[config.mk]
export PLATFORM = sky130hd
export DESIGN_NAME = uart_tx_arbiter
export DESIGN_NICKNAME = d
export VERILOG_FILES = /design/src/rtl/uart_tx_arbiter.sv
export SDC_FILE = /design/constraint.sdc
export NUM_CORES = 1
export LEC_CHECK = 0
export CAP_MARGIN = 20
export CORE_ASPECT_RATIO = 1.75
export CORE_MARGIN = 8
export CORE_UTILIZATION = 40
export DETAILED_ROUTE_END_ITERATION = 16
export DONT_BUFFER_PORTS = 1
export MAX_ROUTING_LAYER = met4
export SYNTH_ARGS = -nofsm -noshare
export SYNTH_HDL_FRONTEND = slang
export SYNTH_SLANG_ARGS = --single-unit
[constraint.sdc]
create_clock -name CLK -period 1.63 [get_ports CLK]
set_input_delay 0.2445 -clock CLK [delete_from_list [all_inputs] [get_ports CLK]]
set_output_delay 0.2445 -clock CLK [all_outputs]
set_load 0.02 [all_outputs]
[src/rtl/uart_tx_arbiter.sv]
// Round-robin scheduler sharing one UART transmitter among NUM_REQ sources.
// Issues one byte per frame, confirms via TxBusy, acks, waits for frame end.
module uart_tx_arbiter #(
  parameter int NUM_REQ      = 4,
  parameter int DATA_WIDTH   = 8,
  parameter int BUSY_TIMEOUT = 4
) (
  input  logic                          CLK,
  input  logic                          RST,
  input  logic [NUM_REQ-1:0]            Req,
  input  logic [NUM_REQ*DATA_WIDTH-1:0] ReqData,
  input  logic [NUM_REQ-1:0]            ReqParityEn,
  output logic [NUM_REQ-1:0]            Ack,
  input  logic                          TxBusy,
  output logic                          TxDataValid,
  output logic [DATA_WIDTH-1:0]         TxData,
  output logic                          TxParityEn,
  output logic [$clog2(NUM_REQ)-1:0]    ActiveId,
  output logic                          ErrTimeout
);

  localparam int IDW = $clog2(NUM_REQ);
  localparam int CW  = $clog2(BUSY_TIMEOUT + 1);

  typedef enum logic [1:0] {
    S_IDLE,
    S_ISSUE,
    S_WAIT_BUSY,
    S_WAIT_DONE
  } state_t;

  state_t                r_state;
  logic [IDW-1:0]        r_ptr;
  logic [CW-1:0]         r_cnt;
  logic [NUM_REQ-1:0]    r_ack;
  logic                  r_valid;
  logic [DATA_WIDTH-1:0] r_data;
  logic                  r_par;
  logic [IDW-1:0]        r_id;
  logic                  r_err;

  logic [IDW:0]          w_sum;
  logic [IDW-1:0]        w_cand;
  logic [IDW-1:0]        w_win;
  logic                  w_found;
  logic [DATA_WIDTH-1:0] w_data;
  logic [IDW-1:0]        w_next_ptr;

  // First set request searching upward from the pointer, with wrap.
  // Walking offsets high-to-low lets the lowest offset win last.
  always_comb begin
    w_found = 1'b0;
    w_win   = '0;
    w_sum   = '0;
    w_cand  = '0;
    for (int i = NUM_REQ - 1; i >= 0; i--) begin
      w_sum = {1'b0, r_ptr} + (IDW+1)'(i);
      if (w_sum >= (IDW+1)'(NUM_REQ))
        w_sum = w_sum - (IDW+1)'(NUM_REQ);
      w_cand = w_sum[IDW-1:0];
      if (Req[w_cand]) begin
        w_found = 1'b1;
        w_win   = w_cand;
      end
    end
  end

  // Byte mux for the selected requester.
  always_comb begin
    w_data = '0;
    for (int i = 0; i < NUM_REQ; i++) begin
      if (IDW'(i) == w_win)
        w_data = ReqData[i*DATA_WIDTH +: DATA_WIDTH];
    end
  end

  assign w_next_ptr = (r_id == IDW'(NUM_REQ - 1)) ? '0 : r_id + 1'b1;

  // Frame FSM: select, pulse DataValid, confirm busy, wait for frame end.
  always_ff @(posedge CLK) begin
    if (RST) begin
      r_state <= S_IDLE;
      r_ptr   <= '0;
      r_cnt   <= '0;
      r_ack   <= '0;
      r_valid <= 1'b0;
      r_data  <= '0;
      r_par   <= 1'b0;
      r_id    <= '0;
      r_err   <= 1'b0;
    end else begin
      r_valid <= 1'b0;
      r_ack   <= '0;
      r_err   <= 1'b0;
      unique case (r_state)
        S_IDLE: begin
          if (!TxBusy && w_found) begin
            r_data  <= w_data;
            r_par   <= ReqParityEn[w_win];
            r_id    <= w_win;
            r_valid <= 1'b1;
            r_state <= S_ISSUE;
          end
        end
        S_ISSUE: begin
          r_cnt   <= '0;
          r_state <= S_WAIT_BUSY;
        end
        S_WAIT_BUSY: begin
          // Busy takes priority over a coincident terminal count.
          if (TxBusy) begin
            r_ack   <= {{(NUM_REQ-1){1'b0}}, 1'b1} << r_id;
            r_ptr   <= w_next_ptr;
            r_state <= S_WAIT_DONE;
          end else if (r_cnt == CW'(BUSY_TIMEOUT - 1)) begin
            r_err   <= 1'b1;
            r_state <= S_IDLE;
          end else begin
            r_cnt <= r_cnt + 1'b1;
          end
        end
        S_WAIT_DONE: begin
          if (!TxBusy)
            r_state <= S_IDLE;
        end
        default: r_state <= S_IDLE;
      endcase
    end
  end

  assign Ack         = r_ack;
  assign TxDataValid = r_valid;
  assign TxData      = r_data;
  assign TxParityEn  = r_par;
  assign ActiveId    = r_id;
  assign ErrTimeout  = r_err;

endmodule

# ---- Word level (Yosys, flattened, before mapping)
# Index checks and enable logic that the tools add are counted.
dict set report word_totals {
  latchBits 0
  mem_bits_rw 0
  ff_bits 24
  mem_bits_ro 0
  mem_count 0
}
dict set report classes {
  n_reduce_logical 12
  n_eq_ne 13
  mux 37
  add_sub_neg 9
  shift 1
  n_lt_le_gt_ge 9
  n_bitwise 3
  div 0
  n_mul 0
}
# cell n
set ops {}
lappend ops {{8-bit two-way mux} 4}
lappend ops {{2-bit two-way mux} 13}
lappend ops {{2-bit by 3-bit less-than comparator with 1-bit output, second input constant} 5}
lappend ops {{1-bit two-way mux} 11}
lappend ops {{1-bit binary-select mux with 2-bit select} 5}
lappend ops {{3-bit greater-or-equal comparator, second input constant} 3}
lappend ops {{2-bit != test, second input constant} 4}
lappend ops {{2-bit one-hot mux with 4 select lines} 1}
lappend ops {{2-bit by 1-bit subtractor with 2-bit output, second input constant} 4}
lappend ops {{2-bit by 2-bit adder with 3-bit output, second input constant} 2}
lappend ops {{2-bit equality test, second input constant} 3}
lappend ops {{3-bit two-way mux} 2}
lappend ops {{3-bit one-hot mux with 2 select lines} 1}
lappend ops {{3-bit AND reduction} 2}
lappend ops {{3-bit OR reduction} 2}
lappend ops {{2-bit equality test, first input constant} 2}
lappend ops {{2-bit logical NOT} 2}
lappend ops {{2-bit AND reduction} 2}
lappend ops {{1-bit by 2-bit left shift with 4-bit output, first input constant} 1}
lappend ops {{2-bit by 1-bit adder with 3-bit output, second input constant} 1}
lappend ops {{3-bit by 1-bit adder with 3-bit output, second input constant} 1}
lappend ops {{3-bit by 2-bit equality test with 1-bit output, second input constant} 1}
lappend ops {{2-bit by 3-bit greater-or-equal comparator with 1-bit output, second input constant} 1}
lappend ops {{3-bit != test, second input constant} 1}
lappend ops {{8 further kinds} 10}

# ---- Depth between registers and ports, before layout
# Gate-level depths: netlist of run 1.
dict set report logic_depth {
  word_depth 14
  ltp_mapped 7
  ltp_nobuf 6
}

# ---- Worst setup path before layout of run 1
# Ideal clock, no wire load.
dict set report synth_timing {
  kind {register -> register}
  from {register r_cnt[0]}
  to {register r_cnt[0]}
  t_arrival_ps 1457
  stages_incl_launch_ff 7
  setup_time_ps 71
  synth_period_minus_slack_ps 1527
  required_time_ps 1559
  slack_ps 103
  path_cell_list {dfxtp_1 -> ha_1 -> ha_1 -> or3_1 -> clkbuf_1 -> or2_0 -> a21oi_1}
}
dict set report synth_between {
  elab_chain_len 4
}
# item line
set synth_rtl {}
lappend synth_rtl {{start, declared} 34} ;# logic [CW-1:0] r_cnt;
lappend synth_rtl {{start signal, assigned} 119} ;# r_cnt <= r_cnt + 1'b1;
lappend synth_rtl {{3-bit by 1-bit adder with 3-bit output} 119}
lappend synth_rtl {{3-bit two-way mux} 115} ;# end else if (r_cnt == CW'(BUSY_TIMEOUT - 1)) begin
lappend synth_rtl {{3-bit two-way mux} 111} ;# if (TxBusy) begin
lappend synth_rtl {{3-bit one-hot mux with 2 select lines} 95} ;# unique case (r_state)
# Parallel ways exist; a longest one is shown, timed or not. The select of a mux whose other input is x is not followed.
# A chain may end at the register's enable or synchronous reset.

# ---- Worst setup path after layout of run 1
# Same ends and word-level chain as after synthesis.

==> insert_results.sql, run 1 <==
INSERT INTO impl_metrics (metric_group, metric, value, unit) VALUES
('worst_setup_path', 'cp_cell_sequence', 'ha_1, ha_2, or3_4, or2_0, a21oi_1', ''),
('synthesis', 'synthDominantCellAreaShare', '39.5', '%'),
('final_layout', 'fin_area', '1340', 'µm²'),
('drt', 'drc', '0', ''),
('final_layout', 'non_filler_cells_in_the_finished_layout', '154', ''),
('placed_design', 'buffer_ports.inserted', '0', ''),
('clocking', 'cts_tree', 'built', ''),
('flow_run', 'drv_cap', '0', ''),
('sta', 'timing.final.max_slew_violations', '0', ''),
('grt', 'grt_overflow_total', '0', ''),
('drt', 'drt_iter0_markers', '25', ''),
('hold_path', 'hold_path_class', 'primary input to flop', ''),
('worst_setup_path', 'timing.critical_path.required', '1.83', 'ns'),
('worst_setup_path', 'worst_ep_arrival_time', '1.74', 'ns'),
('clocking', 'clockRootBuffer', 'clkbuf_8', ''),
('worst_setup_path', 'worst_path_largest_cell_delay', '0.40', 'ns'),
('placed_design', 'dpl_wire_length', '2240', 'µm'),
('worst_setup_path', 'setup.worst_path.class', 'flop to flop', ''),
('floorplanning', 'row_count', '26', ''),
('worst_setup_path', 'critical_path_buf_inv_count', '0', ''),
('placed_design', 'place.gp.congestion', '0.877', ''),
('sta', 'max-slew-margin-rel', '72.6', '%'),
('synthesis', 'synthMostInstantiatedCell', 'dfxtp_1', ''),
('clocking', 'max-clock-path-buffers', '2', ''),
('sta', 'timing.final.setup_violations', '0', ''),
('final_layout', 'antenna_cells_inserted', '0', ''),
('sta', 'timing.clock.skew', '0.00353', 'ns'),
('synthesis', 'ys_dominant_reg_cell', 'dfxtp_1', ''),
('worst_setup_path', 'critical-path-top-delay-family', 'simple AND/OR/NAND/NOR gates', ''),
('grt', 'antenna_found_initial', '0', ''),
('floorplanning', 'fp.coreArea', '2900', 'µm²'),
('floorplanning', 'starting_density_of_the_core', '42.0', '%'),
('sta', 'setup_total_negative_slack', '0', 'ns'),
('grt', 'first_pass_grt_wire_length', '4670', 'µm'),
('synthesis', 'synthArstFlopShare', '0', '%'),
('grt', 'grt_util_all_layers', '11.9', '%'),
('final_layout', 'share_of_final_layout_standard_cells_stronger_than_drive_strength_1', '15.1', '%'),
('worst_setup_path', 'crit_fanout', '6', ''),
('floorplanning', 'io_pins', '60', ''),
('clocking', 'cts-buffers-inserted', '3', ''),
('synthesis', 'netlist_instances', '124', ''),
('drt', 'drt-vias-per-instance', '6.05', ''),
('synthesis', 'yosysWarningCount', '0', ''),
('grt', 'first_global_vias', '927', ''),
('clocking', 'clock_net_sink_count', '24', ''),
('synthesis', 'ys_top_cells_by_count', 'dfxtp_1 (24), mux2i_1 (21), nand3b_1 (10)', ''),
('power', 'largest_vdd_supply_drop', '0.373', 'mV'),
('clocking', 'cts.reportedPaths.clkPinSlew', '0.09', 'ns'),
('synthesis', 'register_area_share_after_synthesis', '39.5', '%'),
('final_layout', 'area_growth', '9.99', '%'),
('worst_setup_path', 'cp_slowest_cell', 'or3_4', ''),
('power', 'switching_share', '27.0', '%'),
('drt', 'total_number_of_vias', '931', ''),
('placed_design', 'placed_cells_incl_taps', '150', ''),
('synthesis', 'netlist_top_cells_area', 'dfxtp_1 (40%), mux2i_1 (17%), nand3b_1 (6.2%), o221ai_1 (5.8%), a21oi_1 (3.7%)', ''),
('clocking', 'clkLatencyLatePin', '0.27', 'ns'),
('synthesis', 'netlist_area_before_placement', '1210', 'µm²'),
('synthesis', 'number_of_enable_type_register_cells_in_the_synthesized_netlist', '0', ''),
('status', 'run_status', 'complete, no violations', ''),
('floorplanning', 'die_x', '57.7', 'µm'),
('power', 'sequentialPowerShare', '53.3', '%'),
('clocking', 'htree_levels', '1', ''),
('floorplanning', 'fp.dieH', '88.9', 'µm'),
('sta', 'max_freq', '650', 'MHz'),
('synthesis', 'synth_nets', '170', ''),
('power', 'powerDensity', '960', 'nW/µm²'),
('synthesis', 'yosysTopAreaCell', 'dfxtp_1', ''),
('sta', 'timing_worst_slew_pin_value', '0.411', 'ns'),
('power', 'combinational_share_of_power', '15.0', '%'),
('power', 'power_leakage', '0.518', 'nW'),
('worst_setup_path', 'timing.critical_path.to_type', 'flop', '');
-- kinds of logic after synthesis --
logic type	share of synthesized area, %
simple gates	20.5
compound gates	13.5
flops	39.5
mux	17.3
fa+ha+maj	3.09
buf+inv	6.08
-- metrics by stage --
step                      power, mW  hold slack, ns  utilization [%]  worst slack [ns]
after floorplan               0.846           0.319                -             0.103
after global placement        0.877           0.319             43.4            0.0207
after detailed placement      0.883           0.321             43.4           -0.0771
after CTS                      1.29          0.0304             45.4            0.0274
after global routing           1.35          0.0233             46.2            0.0126
final                          1.28          0.0413             46.2            0.0923
-- power groups by stage --
| stage | Sequential [mW] | Clock [mW] | Combinational [mW] |
|---|---|---|---|
| floorplan | 0.693 | 0 | 0.153 |
| global placement | 0.698 | 0 | 0.179 |
| detailed placement | 0.698 | 0 | 0.185 |
| CTS | 0.684 | 0.422 | 0.186 |
| global route | 0.690 | 0.442 | 0.214 |
| finish | 0.684 | 0.407 | 0.192 |
-- state kept, by name (all words and copies together) (netlist names), 2 cells and up --
name,flops
TxData,8
r_ptr,2
ActiveId,2
Ack,4
r_cnt,3
r_state,2
-- cells in the final DEF, fill, tap and decap left out, types with 3 or more instances in the layout --
cell / count
mux2i_1: 21
nand2_1: 3
a21oi_1: 8
buf_4: 5
nand2b_1: 4
dfxtp_1: 24
nand3b_1: 10
clkbuf_8: 4
inv_1: 5
nor2_1: 9
o221ai_1: 8
-- worst reg2reg max path, cell delays in order (launching register included) --
cell	delay, ns
dfxtp_1	0.33
ha_1	0.21
ha_2	0.18
or3_4	0.40
or2_0	0.21
a21oi_1	0.14
-- metal layers --
metal	vias up	wire [µm]	GRT usage, %
li1	460	-	-
met1	429	1080	10.9
met2	37	1470	20.6
met3	5	354	5.33
met4	0	47	6.05
met5	-	0	-
-- area by class of cell --
cell class / instances / area, µm²
well taps: 28 / 35.0
fillers: 266 / 1560
multi-input cells: 87 / 689
inverters: 5 / 18.8
repair buffers: 6 / 57.6
clock buffers: 4 / 55.1
flip-flops and latches: 24 / 480
-- path summary, 6_finish.rpt --
path,start,to,slack [ns],cells after the start
worst max register to register,r_cnt[0]$_SDFFE_PP0P_,r_cnt[0]$_SDFFE_PP0P_,0.09,5
worst min register to register,r_cnt[1]$_SDFFE_PP0P_,r_cnt[1]$_SDFFE_PP0P_,0.47,2
worst max-delay path,r_cnt[0]$_SDFFE_PP0P_,r_cnt[0]$_SDFFE_PP0P_,0.09,5
worst min-delay path,RST,r_ptr[0]$_SDFFE_PP0P_,0.04,1
-- repair_timing --
action                                  4_1_cts  5_1_grt
pin swaps                                     0        1
endpoints found under the setup margin        9       11
gates resized for setup                       1        5
Power figures use the tool's default switching activity.
==> run 2, diff against run 1 <==
SLEW_MARGIN = 20   (was not set)
==> results of run 2 <==
Final layout, timing and power as in run 1 (identical DEF).
